===== src/rtl/mem_access_responder_pkg.sv =====
`default_nettype none
// ============================================================================
// Module      : mem_access_responder_pkg
// Description : Shared encodings for the memory access responder: data width,
//               request size codes, FSM state encoding and store lane helpers.
// Revision    : 1.0 - initial release
// ============================================================================
package mem_access_responder_pkg;

  localparam int DATA_W = 32;

  localparam logic [1:0] SIZE_BYTE    = 2'd0;
  localparam logic [1:0] SIZE_HALF    = 2'd1;
  localparam logic [1:0] SIZE_WORD    = 2'd2;
  localparam logic [1:0] SIZE_ILLEGAL = 2'd3;

  typedef enum logic [1:0] {
    ST_IDLE  = 2'd0,
    ST_ISSUE = 2'd1,
    ST_WAIT  = 2'd2,
    ST_RESP  = 2'd3
  } state_t;

  // Byte-lane write enables for a store of the given size at byte offset off.
  function automatic logic [3:0] store_we(input logic [1:0] size, input logic [1:0] off);
    logic [3:0] we;
    we = 4'b0000;
    case (size)
      SIZE_BYTE: we = 4'b0001 << off;
      SIZE_HALF: we = off[1] ? 4'b1100 : 4'b0011;
      SIZE_WORD: we = 4'b1111;
      default:   we = 4'b0000;
    endcase
    return we;
  endfunction

  // Replicate right-aligned store data across all lanes it may land in.
  function automatic logic [DATA_W-1:0] store_data(input logic [1:0] size,
                                                   input logic [DATA_W-1:0] wdata);
    logic [DATA_W-1:0] d;
    d = wdata;
    case (size)
      SIZE_BYTE: d = {4{wdata[7:0]}};
      SIZE_HALF: d = {2{wdata[15:0]}};
      default:   d = wdata;
    endcase
    return d;
  endfunction

endpackage
`default_nettype wire


===== src/rtl/mem_load_extend.sv =====
`default_nettype none
// ============================================================================
// Module      : mem_load_extend
// Description : Selects the addressed byte/half lane of an SRAM read word and
//               sign- or zero-extends it to 32 bits; words pass through.
// Revision    : 1.0 - initial release
// ============================================================================
module mem_load_extend
  import mem_access_responder_pkg::*;
(
  input  logic [DATA_W-1:0] rdata,
  input  logic [1:0]        addr,
  input  logic [1:0]        size,
  input  logic              load_unsigned,
  output logic [DATA_W-1:0] result
);

  logic [7:0]  byte_sel;
  logic [15:0] half_sel;

  // Lane select followed by extension according to size and signedness.
  always_comb begin
    byte_sel = 8'h00;
    half_sel = 16'h0000;
    result   = '0;
    case (addr)
      2'd0:    byte_sel = rdata[7:0];
      2'd1:    byte_sel = rdata[15:8];
      2'd2:    byte_sel = rdata[23:16];
      default: byte_sel = rdata[31:24];
    endcase
    half_sel = addr[1] ? rdata[31:16] : rdata[15:0];
    case (size)
      SIZE_BYTE: result = {{24{~load_unsigned & byte_sel[7]}}, byte_sel};
      SIZE_HALF: result = {{16{~load_unsigned & half_sel[15]}}, half_sel};
      SIZE_WORD: result = rdata;
      default:   result = '0;
    endcase
  end

endmodule
`default_nettype wire


===== src/rtl/mem_access_responder.sv =====
`default_nettype none
// ============================================================================
// Module      : mem_access_responder
// Description : Single-outstanding core-side memory responder. Accepts a
//               fetch/load/store, checks alignment/range/size, performs one
//               SRAM access and returns a one-cycle response pulse.
// Revision    : 1.0 - initial release
// ============================================================================
module mem_access_responder
  import mem_access_responder_pkg::*;
#(
  parameter  int MEM_WORDS    = 4096,
  parameter  int READ_LATENCY = 1,
  localparam int ADDR_W       = $clog2(MEM_WORDS)
) (
  input  logic              clk,
  input  logic              reset,
  input  logic              req_valid,
  output logic              req_ready,
  input  logic              req_write,
  input  logic [31:0]       req_addr,
  input  logic [1:0]        req_size,
  input  logic              req_unsigned,
  input  logic [31:0]       req_wdata,
  output logic              resp_valid,
  output logic [31:0]       resp_rdata,
  output logic              resp_error,
  output logic              mem_en,
  output logic [3:0]        mem_we,
  output logic [ADDR_W-1:0] mem_addr,
  output logic [31:0]       mem_wdata,
  input  logic [31:0]       mem_rdata
);

  localparam logic [31:0] MEM_WORDS_U = 32'(MEM_WORDS);
  localparam logic [1:0]  CNT_LOAD    = 2'(READ_LATENCY - 1);

  state_t            state;
  state_t            state_next;
  logic              accept;
  logic              req_err;
  logic              write_q;
  logic [1:0]        size_q;
  logic              unsigned_q;
  logic [1:0]        offset_q;
  logic              err_q;
  logic [3:0]        we_q;
  logic [ADDR_W-1:0] addr_q;
  logic [31:0]       wdata_q;
  logic [31:0]       rdata_q;
  logic [1:0]        cnt_q;
  logic [31:0]       load_result;

  assign accept = req_valid && req_ready;

  // Request legality: illegal size, misalignment, or word index beyond the SRAM.
  always_comb begin
    req_err = 1'b0;
    if (req_size == SIZE_ILLEGAL)                         req_err = 1'b1;
    if (req_size == SIZE_HALF && req_addr[0])             req_err = 1'b1;
    if (req_size == SIZE_WORD && req_addr[1:0] != 2'b00)  req_err = 1'b1;
    if ({2'b00, req_addr[31:2]} >= MEM_WORDS_U)           req_err = 1'b1;
  end

  mem_load_extend u_load_extend (
    .rdata         (mem_rdata),
    .addr          (offset_q),
    .size          (size_q),
    .load_unsigned (unsigned_q),
    .result        (load_result)
  );

  // State register; reset wins over any concurrent request.
  always_ff @(posedge clk) begin
    if (reset) state <= ST_IDLE;
    else       state <= state_next;
  end

  // Next-state: errors skip the SRAM, stores skip the read wait.
  always_comb begin
    state_next = state;
    case (state)
      ST_IDLE:  if (accept) state_next = req_err ? ST_RESP : ST_ISSUE;
      ST_ISSUE: state_next = write_q ? ST_RESP : ST_WAIT;
      ST_WAIT:  if (cnt_q == 2'd0) state_next = ST_RESP;
      ST_RESP:  state_next = ST_IDLE;
      default:  state_next = ST_IDLE;
    endcase
  end

  // Outputs decoded from state; response fields are forced to zero outside RESP.
  always_comb begin
    req_ready  = (state == ST_IDLE);
    mem_en     = (state == ST_ISSUE);
    mem_we     = (state == ST_ISSUE) ? we_q : 4'b0000;
    resp_valid = (state == ST_RESP);
    resp_error = (state == ST_RESP) && err_q;
    resp_rdata = (state == ST_RESP) ? rdata_q : 32'h0;
  end

  assign mem_addr  = addr_q;
  assign mem_wdata = wdata_q;

  // Request capture, read-latency countdown and load data capture.
  always_ff @(posedge clk) begin
    if (reset) begin
      write_q    <= 1'b0;
      size_q     <= SIZE_BYTE;
      unsigned_q <= 1'b0;
      offset_q   <= 2'b00;
      err_q      <= 1'b0;
      we_q       <= 4'b0000;
      addr_q     <= '0;
      wdata_q    <= 32'h0;
      rdata_q    <= 32'h0;
      cnt_q      <= 2'd0;
    end else begin
      if (accept) begin
        write_q    <= req_write;
        size_q     <= req_size;
        unsigned_q <= req_unsigned;
        offset_q   <= req_addr[1:0];
        err_q      <= req_err;
        we_q       <= (req_write && !req_err) ? store_we(req_size, req_addr[1:0]) : 4'b0000;
        addr_q     <= req_addr[ADDR_W+1:2];
        wdata_q    <= store_data(req_size, req_wdata);
        rdata_q    <= 32'h0;
      end
      if (state == ST_ISSUE) begin
        cnt_q <= CNT_LOAD;
      end else if (state == ST_WAIT && cnt_q != 2'd0) begin
        cnt_q <= cnt_q - 2'd1;
      end
      if (state == ST_WAIT && cnt_q == 2'd0) begin
        rdata_q <= load_result;
      end
    end
  end

endmodule
`default_nettype wire


===== config.mk =====
export PLATFORM = sky130hd
export DESIGN_NAME = mem_access_responder
export DESIGN_NICKNAME = d
export VERILOG_FILES = /design/src/rtl/mem_access_responder_pkg.sv /design/src/rtl/mem_load_extend.sv /design/src/rtl/mem_access_responder.sv
export SDC_FILE = /design/constraint.sdc
export NUM_CORES = 1
export LEC_CHECK = 0
export CAP_MARGIN = 5
export CELL_PAD_IN_SITES_DETAIL_PLACEMENT = 0
export CELL_PAD_IN_SITES_GLOBAL_PLACEMENT = 1
export CORE_MARGIN = 3
export CORE_UTILIZATION = 31
export DETAILED_ROUTE_END_ITERATION = 7
export PLACE_DENSITY = 0.92
export SYNTH_ARGS = -nofsm -noshare
export SYNTH_HDL_FRONTEND = slang
export SYNTH_SLANG_ARGS = --single-unit

===== constraint.sdc =====
create_clock -name clk -period 2.1 [get_ports clk]
set_clock_uncertainty 0.05 [all_clocks]
set_input_delay 0.525 -clock clk [delete_from_list [all_inputs] [get_ports clk]]
set_output_delay 0.525 -clock clk [all_outputs]
set_load 0.02 [all_outputs]

* After elaboration in Yosys (flattened, before gate mapping)
Index checks and enable logic that the tools add are counted.
** Word-level totals
- Input port bits :: 103
- Flip-flop bits (word level) :: 91
- Output and inout bits :: 84
- Word-level logic and storage cells :: 67
** Operators by class
- Add/sub/neg operators :: 1
- Shift operators :: 1
- Reductions and logical operators :: 18
- Bitwise logic cells :: 3
- Mux-type cells :: 20
- Order comparisons :: 1
- Equal/unequal tests :: 12
** Operators by type and width (number)
- $mux W32 :: 3
- $pmux W32 S3 :: 1
- $pmux W32 S2 :: 1
- $ge A30 B13 Y1 const B :: 1
- $pmux W8 S3 :: 1
- $mux W16 :: 1
- $eq A2 B2 Y1 const B :: 6
- $mux W4 :: 3
- $pmux W4 S3 :: 1
- $logic_not A2 Y1 :: 5
- $eq A2 B1 Y1 const B :: 4
- $pmux W2 S4 :: 1
- $logic_and A1 B1 Y1 :: 7
- $mux W2 :: 3
- $reduce_bool A2 Y1 :: 3
- $mux W1 :: 5
- $shl A1 B2 Y4 const A :: 1
- $and A1 B1 Y1 :: 2
- $ne A2 B1 Y1 const B :: 1
- $ne A2 B2 Y1 const B :: 1
- $reduce_and A2 Y1 :: 1
- $reduce_or A2 Y1 :: 1
- $sub A2 B1 Y2 const B :: 1
- $logic_not A1 Y1 :: 1
- $not A1 Y1 :: 1

* Depth between registers and ports, before layout
- Depth after elaboration :: 8
- Gate-level depth with buffers :: 8
- Depth with buffers taken out :: 6

* Modules after synthesis
From an unflattened synthesis, not the netlist that was laid out.
** Second synthesis, totals
- Cells, all modules :: 563
- Area total of the unflattened synthesis :: 4643.2 sq um
** By module, submodules not included
- mem_access_responder :: seq. area each 1821.7 sq um, instances 1, area an instance 3922.5 sq um, cells an instance 469
- mem_load_extend :: seq. area each 0.0 sq um, instances 1, area an instance 720.7 sq um, cells an instance 94

* Worst setup path before layout
No wires, ideal clock.
- Path kind :: register to register
- Start :: register state[0]
- End :: register rdata_q[4]
- Path buffers :: 2
- Data arrival time :: 1.854 ns
- Period minus slack after synthesis :: 1.963 ns
- Path slack :: 0.137 ns
- Data required time :: 1.991 ns
- Library setup time :: 0.059 ns
- Stages on the path, launching flop included :: 9
- Cells stage by stage :: dfxtp_1 > inv_1 > ha_1 > and2_1 > buf_2 > a211oi_2 > clkbuf_1 > a222oi_1 > inv_1
** On the way
- Cells in the longest elaborated chain, start to end :: 3
- Elaborated cells between the ends (all ways) :: 6
- Classes of those cells :: eq/ne (1); mux (1); reduce/logical (4)
** Ends and longest elaborated chain
- start: declaration :: RTL line mem_access_responder.sv:38 : state_t state;
- start signal: assignment :: RTL line mem_access_responder.sv:76 : else state <= state_next;
- $logic_not A2 Y1 :: RTL line mem_access_responder.sv:93 : req_ready = (state == ST_IDLE);
- named net req_ready :: RTL line mem_access_responder.sv:19 : output logic req_ready,
- $logic_and A1 B1 Y1 :: RTL line mem_access_responder.sv:54 : assign accept = req_valid && req_ready;
- $reduce_bool A2 Y1 (no line)
- end signal: assignment :: RTL line mem_access_responder.sv:135 : rdata_q <= load_result;
- end: declaration :: RTL line mem_access_responder.sv:50 : logic [31:0] rdata_q;
The timed path passes the listed nets, and every way through them passes these cells.
A chain may end at the register's enable or synchronous reset.

* Worst setup path in the final report
- Start :: register state[0]
- End :: output port mem_we[1]
** On the way
- Cells in the longest elaborated chain, start to end :: 2
** Ends and longest elaborated chain
- $eq A2 B1 Y1 :: RTL line mem_access_responder.sv:95 : mem_we = (state == ST_ISSUE) ? we_q : 4'b0000;
- $mux W4 :: RTL line mem_access_responder.sv:95
- end: declaration :: RTL line mem_access_responder.sv:29 : output logic [3:0] mem_we,
No other way between the ends.

==> results.cfg <==
[status]
status = finished, final reports clean

[finish]
final_nets = 810
areaGrowthSynthToFinish_pct = 57.6
drive_gt1_share_pct = 15.8
fill_cells = 1274
multi_input_area_sq_mm = 0.00233
seqCellArea_sq_mm = 0.00182
diodes = 0
post-route-util_pct = 51.1

[power]
irDropWorstVdd_mv = 0.409
p_leak_uw = 0.00268
power.density_mw_per_mm2 = 934

[critical_path]
cp.required_ns = 1.52
crit_type = reg -> out
critPathLaunchType = flip-flop
r2r_start = offset_q[1]
crit_path_start = state[0]
end_kind = output port
worstPathMaxFanout = 6
endpoint = mem_we[1]
arrival_ns = 1.46
r2r_cells = 4
timing.rr.end = rdata_q[3]
reg2reg_slack_ns = 0.15

[logic_synthesis]
syn_inst = 506
ys.flop_type = dfxtp_1
synth_area_sq_mm = 0.00438
synthSimpleGateAreaFrac_pct = 19.2
synth-xor-area-share_pct = 0.200
synth_top_family_by_area = compound AO/OA/AOI/OAI gates
synthMuxAreaShare_pct = 9.94
yosysSeqAreaShare_pct = 41.6
synth_fa_ha_area_share_pct = 1.43
synth-compound-area-share_pct = 21.9
synth_top_cell_by_area = dfxtp_1
synth_edf_count = 0
synthesis.nets = 614
synth-seq-cells = 91
ys_types = 42
yosysTopAreaCellShare_pct = 41.6
synth_area_per_cell_sq_um = 8.66
yosysWarningCount = 0
synth.area.top_cells = dfxtp_1 (42%), nand2_1 (8.7%), a21oi_1 (5.8%), mux2i_1 (5.5%), and2_1 (5.4%)
synthArstFlopShare_pct = 0

[grt]
antenna_found_initial = 0
grt_pass1_vias = 4587
grt_pass1_wl_um = 23300
overflow = 0
grt_use_total_pct = 18.3
grt_max_degree = 49

[run]
maxCapViolations = 0

[clock_network]
clk_pin_slew_worst_paths_ns = 0.07
clk_path_buf_depth = 2
cts_root_buf = clkbuf_16
cts_max_level = 3
insertion_delay_ns = 0.34
cts.sinks = 91
hold_buffers = 0
numCtsBuffers = 9
cts_tree = done

[die]
rows = 42
fp.dieW_um = 125
die_h_um = 125
pin_count = 187
initial_utilization_pct = 32.4
core_area_sq_mm = 0.0135
die_area_sq_mm = 0.0156

[detailed_routing]
wl_per_cell_um = 16.3
via_per_inst = 5.14
ant_nets = 0
vias = 4536
first_pass_iters = 8
drt_wl_total_um = 14400
drc = 0
drtIter0Drc = 403

[timing]
tns_ns = 0
setup_viol = 0
rsz0062_at_grt = false
period_share_pct = 96.8
clock.fmax_mhz = 492
max_slew_margin_pct = 62.5
final-max-slew-violation-count = 0
hold_violations = 0
period_minus_slack_ns = 2.03
tightestPinTransition_ns = 0.562

[placed_design]
port_buffers = 186
dp.final_hpwl_um = 11100
place_congestion = 0.872

[min_path]
min_path_type = reg -> reg
holdPathStages = 2
## cell type report
type / count / area share [%]
clock inverter: 7 / 0.743
timing repair buffer: 227 / 31.9
sequential: 91 / 26.4
inverter: 14 / 0.761
multi-input combinational: 359 / 33.7
clock buffer: 9 / 3.26
tap: 176 / 3.19
## layer usage
layer	routed length, um	GRT usage [%]	up-vias
li1	-	-	2194
met1	5690	21.4	2097
met2	6740	30.0	220
met3	1590	6.73	25
met4	381	7.84	0
met5	0	0	-
## cell families after synthesis
| group | after synthesis |
|---|---|
| simple gates | 183 |
| compound gates | 137 |
| flops | 91 |
| buf+inv | 56 |
| mux | 33 |
| fa+ha+maj | 5 |
| xor+xnor | 1 |
## critical path: stages, from the launching register on
cell and delay [ns]:
dfxtp_1 0.33, buf_4 0.13, ha_2 0.22, and2_1 0.14, clkdlybuf4s15_1 0.30
## flip-flops by register name, indices dropped and copies added (netlist names)
signal	flops
cnt_q	2
err_q	1
mem_addr	12
mem_wdata	32
offset_q	2
rdata_q	32
size_q	2
state	2
unsigned_q	1
we_q	4
write_q	1
## through the flow
| step | cells | setup slack (ns) | total power, uW | cell area (sq um) | hold slack [ns] |
|---|---|---|---|---|---|
| floorplan | 506 | 0.137 | 3770 | 4380 | 0.367 |
| global placement | 865 | -0.343 | 4920 | 6640 | 0.393 |
| detailed placement | 865 | -0.386 | 5000 | 6640 | 0.396 |
| CTS | 883 | 0.000457 | 6530 | 6970 | 0.405 |
| global route | 883 | 0.000467 | 6870 | 6910 | 0.422 |
| finish | 883 | 0.0675 | 6450 | 6910 | 0.404 |
## worst min path at each step
stage / start / end / slack [ns]
2_1_floorplan: we_q[0] / we_q[0] / 0.37
3_3_place_gp: mem_addr[0] / mem_addr[0] / 0.39
3_5_place_dp: mem_wdata[29] / mem_wdata[29] / 0.40
4_1_cts: mem_addr[1] / mem_addr[1] / 0.40
5_1_grt: mem_wdata[31] / mem_wdata[31] / 0.42
6_report: mem_wdata[0] / mem_wdata[0] / 0.40
## cell usage in the layout, fill, tap and decap left out, types with 3 or more instances in the layout
| cell | synthesis | layout |
|---|---|---|
| a222oi_1 | 7 | 7 |
| nor4_1 | 4 | 4 |
| nor2_1 | 27 | 27 |
| clkdlybuf4s50_1 | 0 | 145 |
| ha_2 | 0 | 3 |
| clkdlybuf4s15_2 | 0 | 23 |
| a21oi_1 | 51 | 51 |
| clkdlybuf4s15_1 | 0 | 3 |
| a211oi_1 | 9 | 9 |
| buf_12 | 0 | 6 |
| mux2i_1 | 24 | 24 |
| buf_4 | 1 | 35 |
| nand2_1 | 101 | 101 |
| a311oi_1 | 8 | 8 |
| and2_1 | 38 | 37 |
| buf_2 | 7 | 11 |
| clkbuf_16 | 0 | 9 |
| inv_1 | 14 | 14 |
| dfxtp_1 | 91 | 90 |
| a221o_1 | 17 | 17 |
| a32o_1 | 7 | 7 |
| o21ai_0 | 24 | 24 |
| o31ai_1 | 4 | 4 |
| mux4_2 | 8 | 8 |
## cell usage after synthesis (all sizes together), types with 5 or more instances
cell type and count:
nand2 101, dfxtp 91, a21oi 51, and2 38
nor2 27, clkbuf 25, mux2i 24, o21ai 24
a221o 17, buf 17, inv 14, a211oi 10
a311oi 8, mux4 8, a222oi 7, a32o 7
ha 5
## where the power goes
group | leakage [uW] | total, uW | internal [uW] | switching (uW)
logic | 0.00180 | 2600 | 1240 | 1360
clock network | 0.000132 | 1510 | 808 | 703
registers | 0.000744 | 2340 | 2120 | 224
total | 0.00268 | 6450 | 4170 | 2280
## what timing repair did
| action | 4_1_cts | 5_1_grt |
|---|---|---|
| resized for setup | 110 | 17 |
| setup endpoints to repair | 56 | 17 |
| hold endpoints to repair | 0 | 0 |
| buffers inserted | 2 | 0 |
| gates cloned | 0 | 0 |
| pin swaps | 1 | 0 |
Power figures use the tool's default switching activity.
